<file path="src/rtl/seg_pkg.sv">
// Shared constants and types for the seven-segment scan counter.
// The BCD successor helper keeps the wrap-at-nine rule in one place.
package seg_pkg;

   localparam int          NDIG     = 4;
   localparam logic [3:0]  BCD_MAX  = 4'd9;
   localparam logic [3:0]  AN_RESET = 4'b1110;

   typedef logic [3:0] bcd_t;

   function automatic bcd_t bcd_next(input bcd_t d);
      if (d == BCD_MAX) begin
         return 4'd0;
      end else begin
         return d + 4'd1;
      end
   endfunction

endpackage

</file>
<file path="src/rtl/bcd_digit.sv">
// One BCD decade: increments on INC, clears on CLR (CLR wins).
// CO is combinational so a chain of digits ripples within one cycle.
module bcd_digit
   import seg_pkg::*;
(
   input  logic CLK,
   input  logic RST_N,
   input  logic CLR,
   input  logic INC,
   output bcd_t Q,
   output logic CO
);

   bcd_t q_q;
   bcd_t q_d;

   // Next digit value
   always_comb begin
      q_d = q_q;
      if (CLR) begin
         q_d = 4'd0;
      end else if (INC) begin
         q_d = bcd_next(q_q);
      end else begin
         q_d = q_q;
      end
   end

   // Digit register
   always_ff @(posedge CLK or negedge RST_N) begin
      if (!RST_N) begin
         q_q <= 4'd0;
      end else begin
         q_q <= q_d;
      end
   end

   assign Q  = q_q;
   assign CO = INC && (q_q == BCD_MAX);

endmodule

</file>
<file path="src/rtl/seg_scan_counter.sv">
// Free-running 4-digit BCD counter with a time-multiplexed digit bus
// and one-cold active-low digit selects for a common-anode display.
module seg_scan_counter
   import seg_pkg::*;
#(
   parameter int TICK_DIV   = 50000,
   parameter int STEP_TICKS = 1000
) (
   input  logic                CLK,
   input  logic                RST_N,
   input  logic                EN,
   input  logic                CLR,
   output logic [3:0]          CODE,
   output logic [NDIG-1:0]     AN,
   output logic [4*NDIG-1:0]   COUNT,
   output logic                CARRY
);

   localparam int PW     = (TICK_DIV > 2) ? $clog2(TICK_DIV) : 1;
   localparam int SW     = (STEP_TICKS > 2) ? $clog2(STEP_TICKS) : 1;
   localparam int SCAN_W = $clog2(NDIG);
   localparam logic [PW-1:0] PRESC_LAST = PW'(TICK_DIV - 1);
   localparam logic [SW-1:0] STEP_LAST  = SW'(STEP_TICKS - 1);
   localparam logic [NDIG-1:0] AN_ONE   = NDIG'(1);

   logic [PW-1:0]     presc_q, presc_d;
   logic [SCAN_W-1:0] scan_q,  scan_d;
   logic [SW-1:0]     step_q,  step_d;
   logic [3:0]        code_q,  code_d;
   logic [NDIG-1:0]   an_q,    an_d;
   logic              carry_q, carry_d;
   logic              tick_s;
   logic              step_s;
   logic [4*NDIG-1:0] count_s;

   // Prescaler, scan index and step counter next state
   always_comb begin
      tick_s  = (presc_q == PRESC_LAST);
      step_s  = 1'b0;
      step_d  = step_q;
      if (tick_s) begin
         presc_d = '0;
         scan_d  = scan_q + SCAN_W'(1);
      end else begin
         presc_d = presc_q + PW'(1);
         scan_d  = scan_q;
      end
      // CLR zeroes the step phase and swallows any step on the same cycle
      if (CLR) begin
         step_d = '0;
      end else if (EN && tick_s) begin
         if (step_q == STEP_LAST) begin
            step_d = '0;
            step_s = 1'b1;
         end else begin
            step_d = step_q + SW'(1);
         end
      end else begin
         step_d = step_q;
      end
   end

   for (genvar i = 0; i < NDIG; i++) begin : g_dig
      logic inc_l;
      logic co_l;
      bcd_t q_l;
      if (i == 0) begin : g_first
         assign inc_l = step_s;
      end else begin : g_rest
         assign inc_l = g_dig[i-1].co_l;
      end
      bcd_digit u_digit (
         .CLK   (CLK),
         .RST_N (RST_N),
         .CLR   (CLR),
         .INC   (inc_l),
         .Q     (q_l),
         .CO    (co_l)
      );
      assign count_s[4*i +: 4] = q_l;
   end

   // Output stage: selected nibble, digit select and wrap pulse
   always_comb begin
      carry_d = g_dig[NDIG-1].co_l;
      code_d  = count_s[{scan_q, 2'b00} +: 4];
      an_d    = ~(AN_ONE << scan_q);
   end

   // Control and output registers
   always_ff @(posedge CLK or negedge RST_N) begin
      if (!RST_N) begin
         presc_q <= '0;
         scan_q  <= '0;
         step_q  <= '0;
         code_q  <= 4'd0;
         an_q    <= AN_RESET;
         carry_q <= 1'b0;
      end else begin
         presc_q <= presc_d;
         scan_q  <= scan_d;
         step_q  <= step_d;
         code_q  <= code_d;
         an_q    <= an_d;
         carry_q <= carry_d;
      end
   end

   assign COUNT = count_s;
   assign CODE  = code_q;
   assign AN    = an_q;
   assign CARRY = carry_q;

endmodule

</file>
<file path="config.mk">
export PLATFORM = sky130hd
export DESIGN_NAME = seg_scan_counter
export DESIGN_NICKNAME = d
export VERILOG_FILES = /design/src/rtl/seg_pkg.sv /design/src/rtl/bcd_digit.sv /design/src/rtl/seg_scan_counter.sv
export SDC_FILE = /design/constraint.sdc
export NUM_CORES = 1
export LEC_CHECK = 0
export ABC_AREA = 1
export BUFFER_PORTS_ARGS = -buffer_cell sky130_fd_sc_hd__buf_2
export CAP_MARGIN = 5
export CORE_MARGIN = 3
export CORE_UTILIZATION = 35
export DETAILED_ROUTE_END_ITERATION = 7
export PLACE_DENSITY_LB_ADDON = 0.15
export SETUP_SLACK_MARGIN = 0.15
export SKIP_LAST_GASP = 1
export SYNTH_ARGS = -nofsm -noshare
export SYNTH_HDL_FRONTEND = slang
export SYNTH_SLANG_ARGS = --single-unit
</file>
<file path="constraint.sdc">
create_clock -name CLK -period 1.9 [get_ports CLK]
set_clock_uncertainty 0.15 [all_clocks]
set_input_delay 0.095 -clock CLK [delete_from_list [all_inputs] [get_ports CLK]]
set_output_delay 0.095 -clock CLK [all_outputs]
set_load 0.005 [all_outputs]
</file>
# Yosys cells after proc, flatten, opt, wreduce, memory -nomap -nowiden
# Cells that the tools add are included.
# word_totals
ff_bits	53
output_inout_bits	25
# classes
add_sub_neg	7
eq_ne	6
n_shift	2
n_mux	19
bitwise_logic	1
n_reduce_logical	10
# ops
cell	n
4-bit two-way mux	12
10-bit two-way mux	3
16-bit by 1-bit adder with 16-bit output (second input constant)	1
4-bit by 1-bit adder with 4-bit output (second input constant)	4
16-bit == test (second input constant)	1
4-bit == test (second input constant)	4
16-bit two-way mux	1
16-bit by 5-bit indexed part select with 4-bit output	1
10-bit by 1-bit adder with 10-bit output (second input constant)	1
10-bit == test (second input constant)	1
2-bit nonzero test	5
1-bit logical AND	5
4-bit NOT	1
1-bit by 2-bit << shifter with 4-bit output (first input constant)	1
1-bit two-way mux	3
2-bit by 1-bit adder with 2-bit output (second input constant)	1

# Longest topological paths before layout
# logic_depth
word_depth	9
depth_mapped	11
depth_no_buf	11

# Modules after synthesis
# From an unflattened synthesis, not the netlist that was laid out.
# unflattened
cells_unflattened	408
area_unflattened_um2	3041.7
# modules_own_cells
module	instances	cells_each	area_per_inst_um2	seq_area_each_um2
seg_scan_counter	1	248	1980.6	929.6
bcd_digit	4	40	265.3	100.1

# Least setup slack after synthesis
# OpenSTA, ideal clock, no wires.
# synth_path
kind	reg2reg
start	register presc_q[0]
end	register g_dig[1].u_digit.q_q[0]
setup_ns	0.074
t_arrival_ns	1.506
required_ns	1.676
setup_slack_ns	0.170
stages_incl_launch_ff	9
synth_period_minus_slack_ns	1.730
cell_sequence	dfrtp_1 -> ha_1 -> nand3_2 -> nor2_1 -> nand3_2 -> nor2_4 -> nand2_2 -> or2_4 -> o21ai_2
# synth_via
elab_chain_len	6
# synth_lines
element	line	text
from (decl)	seg_scan_counter.sv:26	logic [PW-1:0] presc_q, presc_d;
from (signal assigned)	seg_scan_counter.sv:100	presc_q <= presc_d;
16-bit == test	seg_scan_counter.sv:38	tick_s = (presc_q == PRESC_LAST);
1-bit logical AND	seg_scan_counter.sv:51	end else if (EN && tick_s) begin
1-bit two-way mux	seg_scan_counter.sv:51	
1-bit two-way mux	seg_scan_counter.sv:49	if (CLR) begin
1-bit logical AND	bcd_digit.sv:39	assign CO = INC && (q_q == BCD_MAX);
2-bit nonzero test (no source line)	n/a	
to (signal assigned)	bcd_digit.sv:34	q_q <= q_d;
to (decl)	bcd_digit.sv:14	bcd_t q_q;
# No other way between the ends.
# A chain may end at the register's enable or synchronous reset.

# Worst setup path in the final report
# layout_path
start	register step_q[1]
end	register g_dig[2].u_digit.q_q[3]
# layout_via
elab_chain_len	7
# layout_lines
element	line	text
from (decl)	seg_scan_counter.sv:28	logic [SW-1:0] step_q, step_d;
from (signal assigned)	seg_scan_counter.sv:102	step_q <= step_d;
10-bit == test	seg_scan_counter.sv:52	if (step_q == STEP_LAST) begin
1-bit two-way mux	seg_scan_counter.sv:52	
1-bit two-way mux	seg_scan_counter.sv:51	
1-bit two-way mux	seg_scan_counter.sv:49	
1-bit logical AND (2 in series)	bcd_digit.sv:39	
2-bit nonzero test (no source line)	n/a	
to (signal assigned)	bcd_digit.sv:34	
to (decl)	bcd_digit.sv:14	
# No other way between the ends.

==> results.md <==
- Comb pwr share: 8.9%
- Seq pwr share: 57.5%
- Layout area overhead: 30.7%
- CTS clk-pin slew, worst paths: 100 ps
- Setup violators final: 0
- CP Data Arrival Time: 1840 ps
- CP Capture Type: register
- Min Tclk post-route: 1760 ps
- DR vias: 2348
- Routability cong.: 0.789
- Leakage: 0.00174 uW
- Worst vdd ir: 0.289 mV
- Clock network power share: 33.7%
- Mean Syn Cell Area: 8.52 sq um
- Number of buffers created by CTS: 5
- Net count of the finished layout: 417
- Required @ worst endpoint: 1980 ps
- Max-cap check violation count: 0
- TritonRoute pass-1 iters: 4
- N_diodes: 0
- Chip height: 95.5 um
- Non-filler cells, final: 499
- Hold Vio Cnt, Final: 0
- Vias per cell: 4.71
- Initial core utilization: 37.2%
- Post-Route WL: 6300 um
- Wire per inst: 12.6 um
- Core Area: 0.00752 sq mm
- Detailed Route Iter0 Violations: 77
- Final ANT Viol Nets: 0
- Post-route cell area: 0.00366 sq mm
- Placed instance area: 0.00324 sq mm
- Clk_lat worst skew: 310 ps
- Crit path launch type: register
- DRC: 0
- Initial antenna violation count: 0
- Critical path type: register to register
- IO Port Bufs: 28
- Worst Max-Slew Pin Slew: 466 ps
- Final period utilization: 92.5%
- First-pass GRT wire length: 9990 um
- Post-synthesis register bit count: 53
- CTS root buf: clkbuf_8
- H-tree depth: 2
- Die Wd: 95.5 um
- Pwr/cell area: 559 mW/mm^2
- Syn Std Cell Area: 0.00280 sq mm
- Status: finished clean
- Post-DP HPWL: 4450 um
- Worst-path fanout max: 5
- Sw frac: 24.0%
- Total Routing Usage GR: 14.0%
- Vias in the first global route: 2189
- Unique cell type count in the Yosys netlist: 29
- Total congestion overflow: 0
- RSZ-0062 raised after global routing: yes
- Power Total: 2040 uW
- Cells after DPL: 475
- CTS tree: yes
- DIE AREA: 0.00911 sq mm
- Register area share after synthesis: 47.5%
- Net Switching: 491 uW
- Fmax: 569 MHz
- Net Count, Synth: 347
- Max_slew headroom: 69.0%
- CTS Buffer Depth: 2
- Hold crit path type: input pin to register
- Largest net degree at the start of global routing: 35
- Clk sink count: 53
- Util after Layout: 48.7%
- TNS Setup: 0 ps
- Row Count: 31
- Mapped Cells: 329
- Synth warn: 0
- Final Max Slew Viols: 0
- I/O pin count: 29
- Share of layout cells above drive strength 1: 32.0%
- Power Internal: 1550 uW
metrics by stage:
stage / hold WS (ps) / setup slack [ps]
detailed placement: -69.7 / -18.8
global placement: -78.7 / 39.5
CTS: 32.8 / 97.1
floorplan: -351 / 170
global route: 53.7 / 35.8
finish: 38.3 / 143
cells in the final DEF (no fill, tap or decap), drive strengths merged, types with 2 or more instances in the layout:
cell type / n
clkinv: 2
dlygate4sd3: 2
nor3: 16
inv: 45
a21oi: 16
nand3: 25
nand4: 6
dfstp: 3
ha: 14
xor2: 11
o21ai: 20
o22ai: 7
nor4: 3
nand2: 56
dfrtp: 50
clkbuf: 7
xnor2: 6
nor2: 40
buf: 66
metal layers:
layer	GRT usage (%)	wire length, um
met5	0	0
met4	3.91	64
met3	2.60	240
met2	24.0	3140
met1	17.9	2850
sequential cells by signal (all words and copies together) (netlist names):
signal	count
step_q	10
g_dig.u_digit.Q	16
AN	4
scan_q	2
CARRY	1
presc_q	16
CODE	4
final timing paths:
| path | depth (start not counted) | to | startpoint | slack (ps) |
|---|---|---|---|---|
| setup / recovery | 10 | g_dig[2].u_digit.Q[3] | step_q[1] | 140 |
| hold / removal | 4 | g_dig[2].u_digit.Q[0] | CLR | 40 |
| setup reg to reg | 10 | g_dig[2].u_digit.Q[3] | step_q[1] | 140 |
| hold reg to reg | 1 | presc_q[2] | presc_q[2] | 400 |
| max in group asynchronous | 3 | step_q[0] | RST_N | 950 |
| min in group asynchronous | 2 | AN[0] | RST_N | 120 |
synthesized netlist by cell type (all sizes together):
cell    count  area share, %
nand2      56            7.9
dfrtp      50             45
inv        45            6.0
nor2       40            6.3
nand3      25            4.8
o21ai      20            4.1
a21oi      16            2.9
nor3       16            2.9
ha         14            6.3
xor2       11            3.4
o22ai       7            1.6
nand4       6            1.3
xnor2       6            1.9
buf         4           0.94
dfstp       3            2.8
nor4        3           0.67
clkinv      2           0.27
a32oi       1           0.31
clkbuf      1           0.13
nand3b      1           0.27
nor3b       1           0.27
or2         1           0.31
worst max-delay path: stages, from the launching register on:
cell     delay [ps]
dfrtp_1         370
ha_2            200
nand2_2          60
nor2_2          100
nand4_1         150
nor2_4          200
nand3_4         100
nand2_4         120
buf_6           120
nand2_1          40
o21ai_1          70
kinds of logic after synthesis:
group	count (synthesis)	synth area share, %
xor+xnor	17	5.31
simple gates	149	24.7
compound gates	44	8.84
flops	53	47.5
fa+ha+maj	14	6.25
buf+inv	52	7.37
cell type report:
| cell class | instances | area (sq um) |
|---|---|---|
| sequential | 53 | 1330 |
| tap | 99 | 124 |
| multi-input combinational | 224 | 1440 |
| inverter | 47 | 188 |
| clock buffer | 7 | 96.3 |
| fill | 741 | 3860 |
| clock inverter | 1 | 5.00 |
| timing repair buffer | 68 | 478 |
power groups by stage:
stage | combinational, uW | sequential, uW | clock, uW
final | 181 | 1180 | 688
after global routing | 208 | 1180 | 769
after CTS | 179 | 1180 | 719
after detailed placement | 163 | 1200 | 0
after global placement | 164 | 1200 | 0
after floorplan | 73.3 | 1200 | 0
timing repair:
item,4_1_cts,5_1_grt
setup endpoints to repair,16,31
buffers inserted,7,7
endpoints found under the hold margin,54,0
gates resized for setup,19,36
hold buffers,2,0
pin swaps,11,19
No activity file was read; power rests on OpenSTA's default activity.
